$ cat config.mk
export PLATFORM = sky130hd
export DESIGN_NAME = wcu_timer
export DESIGN_NICKNAME = d
export VERILOG_FILES = /design/src/rtl/wcu_timer.sv
export SDC_FILE = /design/constraint.sdc
export NUM_CORES = 1
export LEC_CHECK = 0
export CAP_MARGIN = 10
export CORE_MARGIN = 5
export CORE_UTILIZATION = 40
export DETAILED_ROUTE_END_ITERATION = 10
export PLACE_DENSITY = 0.67
export SYNTH_ARGS = -nofsm -noshare
export SYNTH_HDL_FRONTEND = slang
export SYNTH_SLANG_ARGS = --single-unit
$ cat constraint.sdc
create_clock -name clk -period 2 [get_ports clk]
set_clock_uncertainty 0.05 [all_clocks]
set_input_delay 0.4 -clock clk [delete_from_list [all_inputs] [get_ports clk]]
set_output_delay 0.4 -clock clk [all_outputs]
set_load 0.01 [all_outputs]
$ cat src/rtl/wcu_timer.sv
`default_nettype none
// ============================================================================
// Module      : wcu_timer
// Description : Phase timer beside the washer control unit. A restart pulse
//               (tr) loads a tick count selected by {mode, ts}. A prescaled
//               down-counter then measures it and pulses cf for exactly one
//               cycle when it expires. Optional macro WCU_TIMER_HOLD_EN adds
//               a 'hold' input that freezes a running timer.
// Revision    : 1.0 - initial release
// ============================================================================
module wcu_timer #(
   parameter int unsigned PRESCALE = 1000,
   parameter int unsigned CW       = 8,
   parameter int unsigned T_FILL   = 10,
   parameter int unsigned T_WASH   = 30,
   parameter int unsigned T_SPIN   = 20
) (
   input  logic          clk,
   input  logic          reset,
   input  logic [1:0]    ts,
   input  logic          tr,
   input  logic          mode,
`ifdef WCU_TIMER_HOLD_EN
   input  logic          hold,
`endif
   output logic          cf,
   output logic          busy,
   output logic [CW-1:0] remaining
);

   // Prescaler width must be at least one bit, even when PRESCALE is 1
   localparam int unsigned     C_PW         = (PRESCALE > 1) ? $clog2(PRESCALE) : 1;
   localparam logic [C_PW-1:0] C_PRE_RELOAD = C_PW'(PRESCALE - 1);
   localparam logic [CW-1:0]   C_D_FILL     = CW'(T_FILL);
   localparam logic [CW-1:0]   C_D_WASH     = CW'(T_WASH);
   localparam logic [CW-1:0]   C_D_SPIN     = CW'(T_SPIN);
   localparam logic [CW-1:0]   C_ONE        = CW'(1);

   typedef enum logic [1:0] {
      ST_IDLE = 2'd0,
      ST_RUN  = 2'd1,
      ST_FIRE = 2'd2
   } state_t;

   state_t          state_q, state_d;
   logic [C_PW-1:0] pre_q, pre_d;
   logic [CW-1:0]   cnt_q, cnt_d;
   logic [CW-1:0]   w_dur_raw;
   logic [CW-1:0]   w_dur;
   logic            w_hold;

`ifndef SYNTHESIS
   // Configuration sanity: durations must fit the counter, prescale non-zero
   generate
      if ((longint'(T_FILL) > ((longint'(1) << CW) - 1)) ||
          (longint'(T_WASH) > ((longint'(1) << CW) - 1)) ||
          (longint'(T_SPIN) > ((longint'(1) << CW) - 1))) begin : g_dur_too_wide
         $error("wcu_timer: a duration parameter exceeds 2**CW-1");
      end
      if (PRESCALE < 1) begin : g_bad_prescale
         $error("wcu_timer: PRESCALE must be at least 1");
      end
   endgenerate
`endif

`ifdef WCU_TIMER_HOLD_EN
   assign w_hold = hold;
`else
   assign w_hold = 1'b0;
`endif

   // Duration lookup on {mode, ts}; a zero duration still runs one tick
   always_comb begin
      w_dur_raw = '0;
      case ({mode, ts})
         3'b1_01: w_dur_raw = C_D_FILL;
         3'b1_10: w_dur_raw = C_D_WASH;
         3'b0_11: w_dur_raw = C_D_SPIN;
         default: w_dur_raw = '0;
      endcase
      w_dur = (w_dur_raw == '0) ? C_ONE : w_dur_raw;
   end

   // Next-state logic: restart beats abort, abort beats hold, hold beats count
   always_comb begin
      state_d = state_q;
      pre_d   = pre_q;
      cnt_d   = cnt_q;
      if (tr) begin
         state_d = ST_RUN;
         pre_d   = C_PRE_RELOAD;
         cnt_d   = w_dur;
      end else begin
         case (state_q)
            ST_RUN: begin
               if (ts == 2'b00) begin
                  state_d = ST_IDLE;
                  pre_d   = '0;
                  cnt_d   = '0;
               end else if (!w_hold) begin
                  if (pre_q != '0) begin
                     pre_d = pre_q - C_PW'(1);
                  end else begin
                     pre_d = C_PRE_RELOAD;
                     cnt_d = cnt_q - C_ONE;
                     if (cnt_q == C_ONE) begin
                        state_d = ST_FIRE;
                        pre_d   = '0;
                     end
                  end
               end
            end
            ST_FIRE: begin
               state_d = ST_IDLE;
               pre_d   = '0;
               cnt_d   = '0;
            end
            default: begin
               state_d = ST_IDLE;
               pre_d   = '0;
               cnt_d   = '0;
            end
         endcase
      end
   end

   // State, prescaler and tick counter registers
   always_ff @(posedge clk or negedge reset) begin
      if (!reset) begin
         state_q <= ST_IDLE;
         pre_q   <= '0;
         cnt_q   <= '0;
      end else begin
         state_q <= state_d;
         pre_q   <= pre_d;
         cnt_q   <= cnt_d;
      end
   end

   // Outputs decode directly from registered state, so cf is glitch-free
   assign cf        = (state_q == ST_FIRE);
   assign busy      = (state_q == ST_RUN);
   assign remaining = cnt_q;

endmodule
`default_nettype wire

# Word-level counts from Yosys, hierarchy flattened
# Cells that the tools add are included.
dict set report totals {
  register_bits 20
  in_bits 6
  out_inout_bits 10
  word_cells 33
}
dict set report classes {
  addsub 2
  n_eq_ne 8
  mux 16
  n_reduce_logical 4
}
# cell n
set ops {}
lappend ops {{10-bit 2-to-1 mux} 5}
lappend ops {{8-bit 2-to-1 mux} 5}
lappend ops {{5-bit one-hot mux with 3 select lines} 1}
lappend ops {{2-bit 2-to-1 mux} 5}
lappend ops {{10-bit nonzero test} 1}
lappend ops {{10-bit by 1-bit subtractor with 10-bit output, second input constant} 1}
lappend ops {{8-bit by 1-bit == test with 1-bit output, second input constant} 1}
lappend ops {{8-bit zero test} 1}
lappend ops {{8-bit by 1-bit subtractor with 8-bit output, second input constant} 1}
lappend ops {{3-bit == test, second input constant} 2}
lappend ops {{4-bit by 2-bit != test with 1-bit output, second input constant} 1}
lappend ops {{4-bit != test, second input constant} 1}
lappend ops {{3-bit by 2-bit == test with 1-bit output, second input constant} 1}
lappend ops {{2-bit by 1-bit == test with 1-bit output, second input constant} 1}
lappend ops {{2-bit == test, second input constant} 1}
lappend ops {{2-bit zero test} 1}
lappend ops {{2-bit AND reduction} 1}

# Longest topological paths before layout
dict set report logic_depth {
  ltp_word 6
  ltp_mapped 6
}

# Least setup slack after synthesis
# No wires, ideal clock.
dict set report synth_path {
  kind {register -> register}
  startpoint {register pre_q[0]}
  endpoint {register cnt_q[1] (netlist: remaining[1])}
  setup_time_ns 0.083
  t_arrival_ns 1.789
  t_required_ns 1.867
  path_slack_ns 0.078
  stages_incl_launch_ff 7
  n_path_buf 0
  cell_sequence {dfrtp_1 > inv_1 > ha_1 > or4b_4 > nor3_4 > mux2_2 > o21ai_0}
}
dict set report synth_between {
  elab_chain_len 2
}
# item line
set synth_lines {}
lappend synth_lines {{start, declared} 46} ;# logic [C_PW-1:0] pre_q, pre_d;
lappend synth_lines {{start signal, assigned} 135} ;# pre_q <= pre_d;
lappend synth_lines {{10-bit nonzero test} 101} ;# if (pre_q != '0) begin
lappend synth_lines {{4-bit != test (no source line)} -}
lappend synth_lines {{end signal, assigned} 136} ;# cnt_q <= cnt_d;
lappend synth_lines {{end, declared} 47} ;# logic [CW-1:0] cnt_q, cnt_d;
# No other way between the ends.
# A chain may end at the register's enable or synchronous reset.

# Final worst setup path
dict set report layout_path {
  startpoint {register pre_q[0]}
  endpoint {register cnt_q[2] (netlist: remaining[2])}
}
# The elaborated chain is that of the path after synthesis.

==> impl_metrics.csv <==
group,metric,value,unit
timing,finalSetupViolCount,0,
global_route,overflow,0,
synthesis,synth_commonest_cells,"dfrtp_1 (20), a21oi_1 (9), o21ai_0 (8)",
final_layout,stdcell_count,181,
global_route,grt_usage,0.142,
synthesis,synth_ff_type,"dfrtp_1",
synthesis,synth_most_common_cell,"dfrtp_1",
final_layout,multi_input_area,631,um^2
detailed_routing,top_layer_used,"met4",
critical_path,crit_buf_inv,2,
detailed_routing,drt_iter0_drc,19,
place,post-place-cells,176,
power,power.density,625,nW/um^2
timing,worst-slew-pin-transition,402,ps
detailed_routing,wl_met3,98,um
timing,finalSetupTns,0,ps
synthesis,synth_compound_area_frac,0.216,
critical_path,reg2regPathDepth,7,
synthesis,avgSynthCellArea,9.77,um^2
floorplanning,start_util,0.418,
clock_tree,cts.sinks,20,
detailed_routing,vias,1018,
detailed_routing,wl_met1,1200,um
synthesis,synth_top_family_by_area,"simple AND/OR/NAND/NOR gates",
final_layout,seq_area,500,um^2
timing,fin_crit_sh,0.969,
critical_path,worst-endpoint-arrival,2110,ps
global_route,grt_max_degree,21,
synthesis,syn_inst,119,
clock_tree,cts_tree,"yes",
clock_tree,htree_levels,1,
critical_path,start_kind,"register",
synthesis,synthArstFlopShare,1.00,
global_route,grt_pass1_wl,4660,um
timing,period_needed,1940,ps
hold_path,hold_class,"input pin to async pin",
synthesis,yosys.area.top_type,"dfrtp_1",
final_layout,final_net_count,160,
critical_path,path_cells,"inv_1, ha_2, or4b_4, nor3_4, buf_4, a31oi_1, o22a_1",
synthesis,synthMuxAreaShare,0.00969,
synthesis,synth-edff-count,0,
critical_path,cp_max_fo,4,
clock_tree,cts_root_buf,"clkbuf_4",
final_layout,n_fill_cell,251,
global_route,antenna_found_initial,0,
final_layout,diodes,0,
final_layout,layout-drive-gt1-share,0.187,
synthesis,synth-simple-area-share,0.225,
power,ir_drop,0.000531,V
floorplanning,die_x,63.9,um
floorplanning,ios,16,
detailed_routing,wl_met2,1340,um
power,power_leakage,0.672,nW
clock_tree,cts_buffers,3,
global_route,grt_pass1_vias,1057,
flow_run,max_cap_violations,0,
clock_tree,clk_path_buf_depth,2,
place,port_buffers,15,
timing,hold_viol_final,0,
clock_tree,insertion_delay,320,ps
final_layout,postLayoutCoreUtil,0.538,
critical_path,crit_family,"simple AND/OR/NAND/NOR gates",
final_layout,area_growth_syn_to_layout,28.8,%
critical_path,path_depth,7,
synthesis,ys_types,37,
synthesis,synth-seq-cells,20,
synthesis,synth_fp_nets,128,
synthesis,synth_area,1160,um^2
critical_path,slowest_delay,490,ps
timing,rsz0062_at_grt,"true",
detailed_routing,drc,0,
synthesis,ys_seq_area_frac,0.431,
timing,max_freq,516,MHz
floorplanning,num_rows,19,
critical_path,path_class,"register to register",
timing,slew_violations,0,
clock_tree,path_clk_slew,130,ps
synthesis,synth_top_cell_area_share,0.431,
detailed_routing,vias_per_cell,5.62,
synthesis,synthAdderAreaFrac,0.0323,
place,routabilityCongestion,0.846,
detailed_routing,detail_route.wl_per_cell,14.9,um
outcome,status,"finished clean",
detailed_routing,dr.pass1.iters,4,
critical_path,worst_ep_required_time,2170,ps
floorplanning,die_y,63.9,um
synthesis,synthXorXnorAreaFrac,0.0527,
detailed_routing,ant_nets,0,
synthesis,synth_warnings,0,
floorplanning,fp.coreArea,2780,um^2
place,hpwl,1980,um
critical_path,slowest_stage,"or4b_4",
detailed_routing,totalWireLength,2690,um
synthesis,synth.area.top_cells,"dfrtp_1 (43%), a21o_1 (4.5%), xor2_1 (4.5%), a21oi_1 (3.9%), o22a_1 (3.8%)",
timing,relSlewSlack,0.731,
critical_path,endpoint_kind,"register",
floorplanning,die-area,4080,um^2
## registers in the layout (all words and copies together) (netlist names)
name and flops:
pre_q 10, remaining 8, state_q 2
## layout make-up
class | instances | share of cell area
Multi-Input combinational cell | 89 | 0.421
Inverter | 7 | 0.0175
Tap cell | 31 | 0.0259
Clock buffer | 4 | 0.0242
Timing Repair Buffer | 30 | 0.177
Sequential cell | 20 | 0.334
## cell usage in the layout (no fill, tap or decap), drive strengths merged
master,count
clkdlybuf4s50,14
a21oi,9
a21o,7
or2,2
buf,15
xnor2,1
nor2,4
nand2,4
or4b,1
dfrtp,20
o31ai,2
or3,4
o22a,5
inv,7
a31oi,2
nand4,2
nor2b,2
mux2,1
ha,3
nand3,4
or4,5
clkbuf,4
nor3,4
nand2b,1
nor3b,1
xor2,6
and3,1
a31o,1
and4,1
o21a,1
o31a,1
nor4,3
o211ai,1
o21ai,8
dlymetal6s2s,1
nor4b,1
o21ba,1
## worst paths after layout
path	startpoint	to	slack, ps
worst max-delay path	pre_q[0]	remaining[2]	60
worst min-delay path	reset	remaining[4]	350
worst max register to register	pre_q[0]	remaining[2]	60
worst min register to register	state_q[1]	state_q[1]	510
max in group asynchronous	reset	pre_q[0]	1330
min in group clk	state_q[1]	state_q[1]	510
## cell families after synthesis
kind of cell    Yosys count
flops                    20
buf+inv                  10
compound gates           38
mux                       1
fa+ha+maj                 3
xor+xnor                  7
simple gates             40
## through the flow
step	area (um^2)	total power, mW	setup WS, ps	hold slack (ps)
after CTS	1480	0.933	38.4	373
after global routing	1500	0.990	-72.1	388
after detailed placement	1440	0.693	49.2	489
after global placement	1440	0.684	120	461
final	1500	0.937	62.7	351
after floorplan	1160	0.589	78.2	54.4
## per-layer routing
layer | vias to the layer above | global-route usage
li1 | 506 | -
met1 | 490 | 0.181
met2 | 17 | 0.236
met3 | 5 | 0.0228
met4 | 0 | 0.0623
met5 | - | 0
## worst register-to-register path: cells and delay by family (launching register included)
kind            cells  cell delay [ps]
compound gates      2              290
simple gates        2              670
flops               1              420
fa+ha+maj           1              190
buf+inv             2              230
## what timing repair did
action / 4_1_cts / 5_1_grt
setup buffers: 0 / 1
resized for setup: 0 / 4
hold buffers: 0 / 0
endpoints found under the setup margin: 0 / 5
## power breakdown
part,leakage [nW],internal (mW),switching [mW]
clock,0.0210,0.111,0.138
combinational,0.407,0.112,0.106
sequential,0.244,0.433,0.0366
Note: power is estimated with default switching activity, not from simulation.
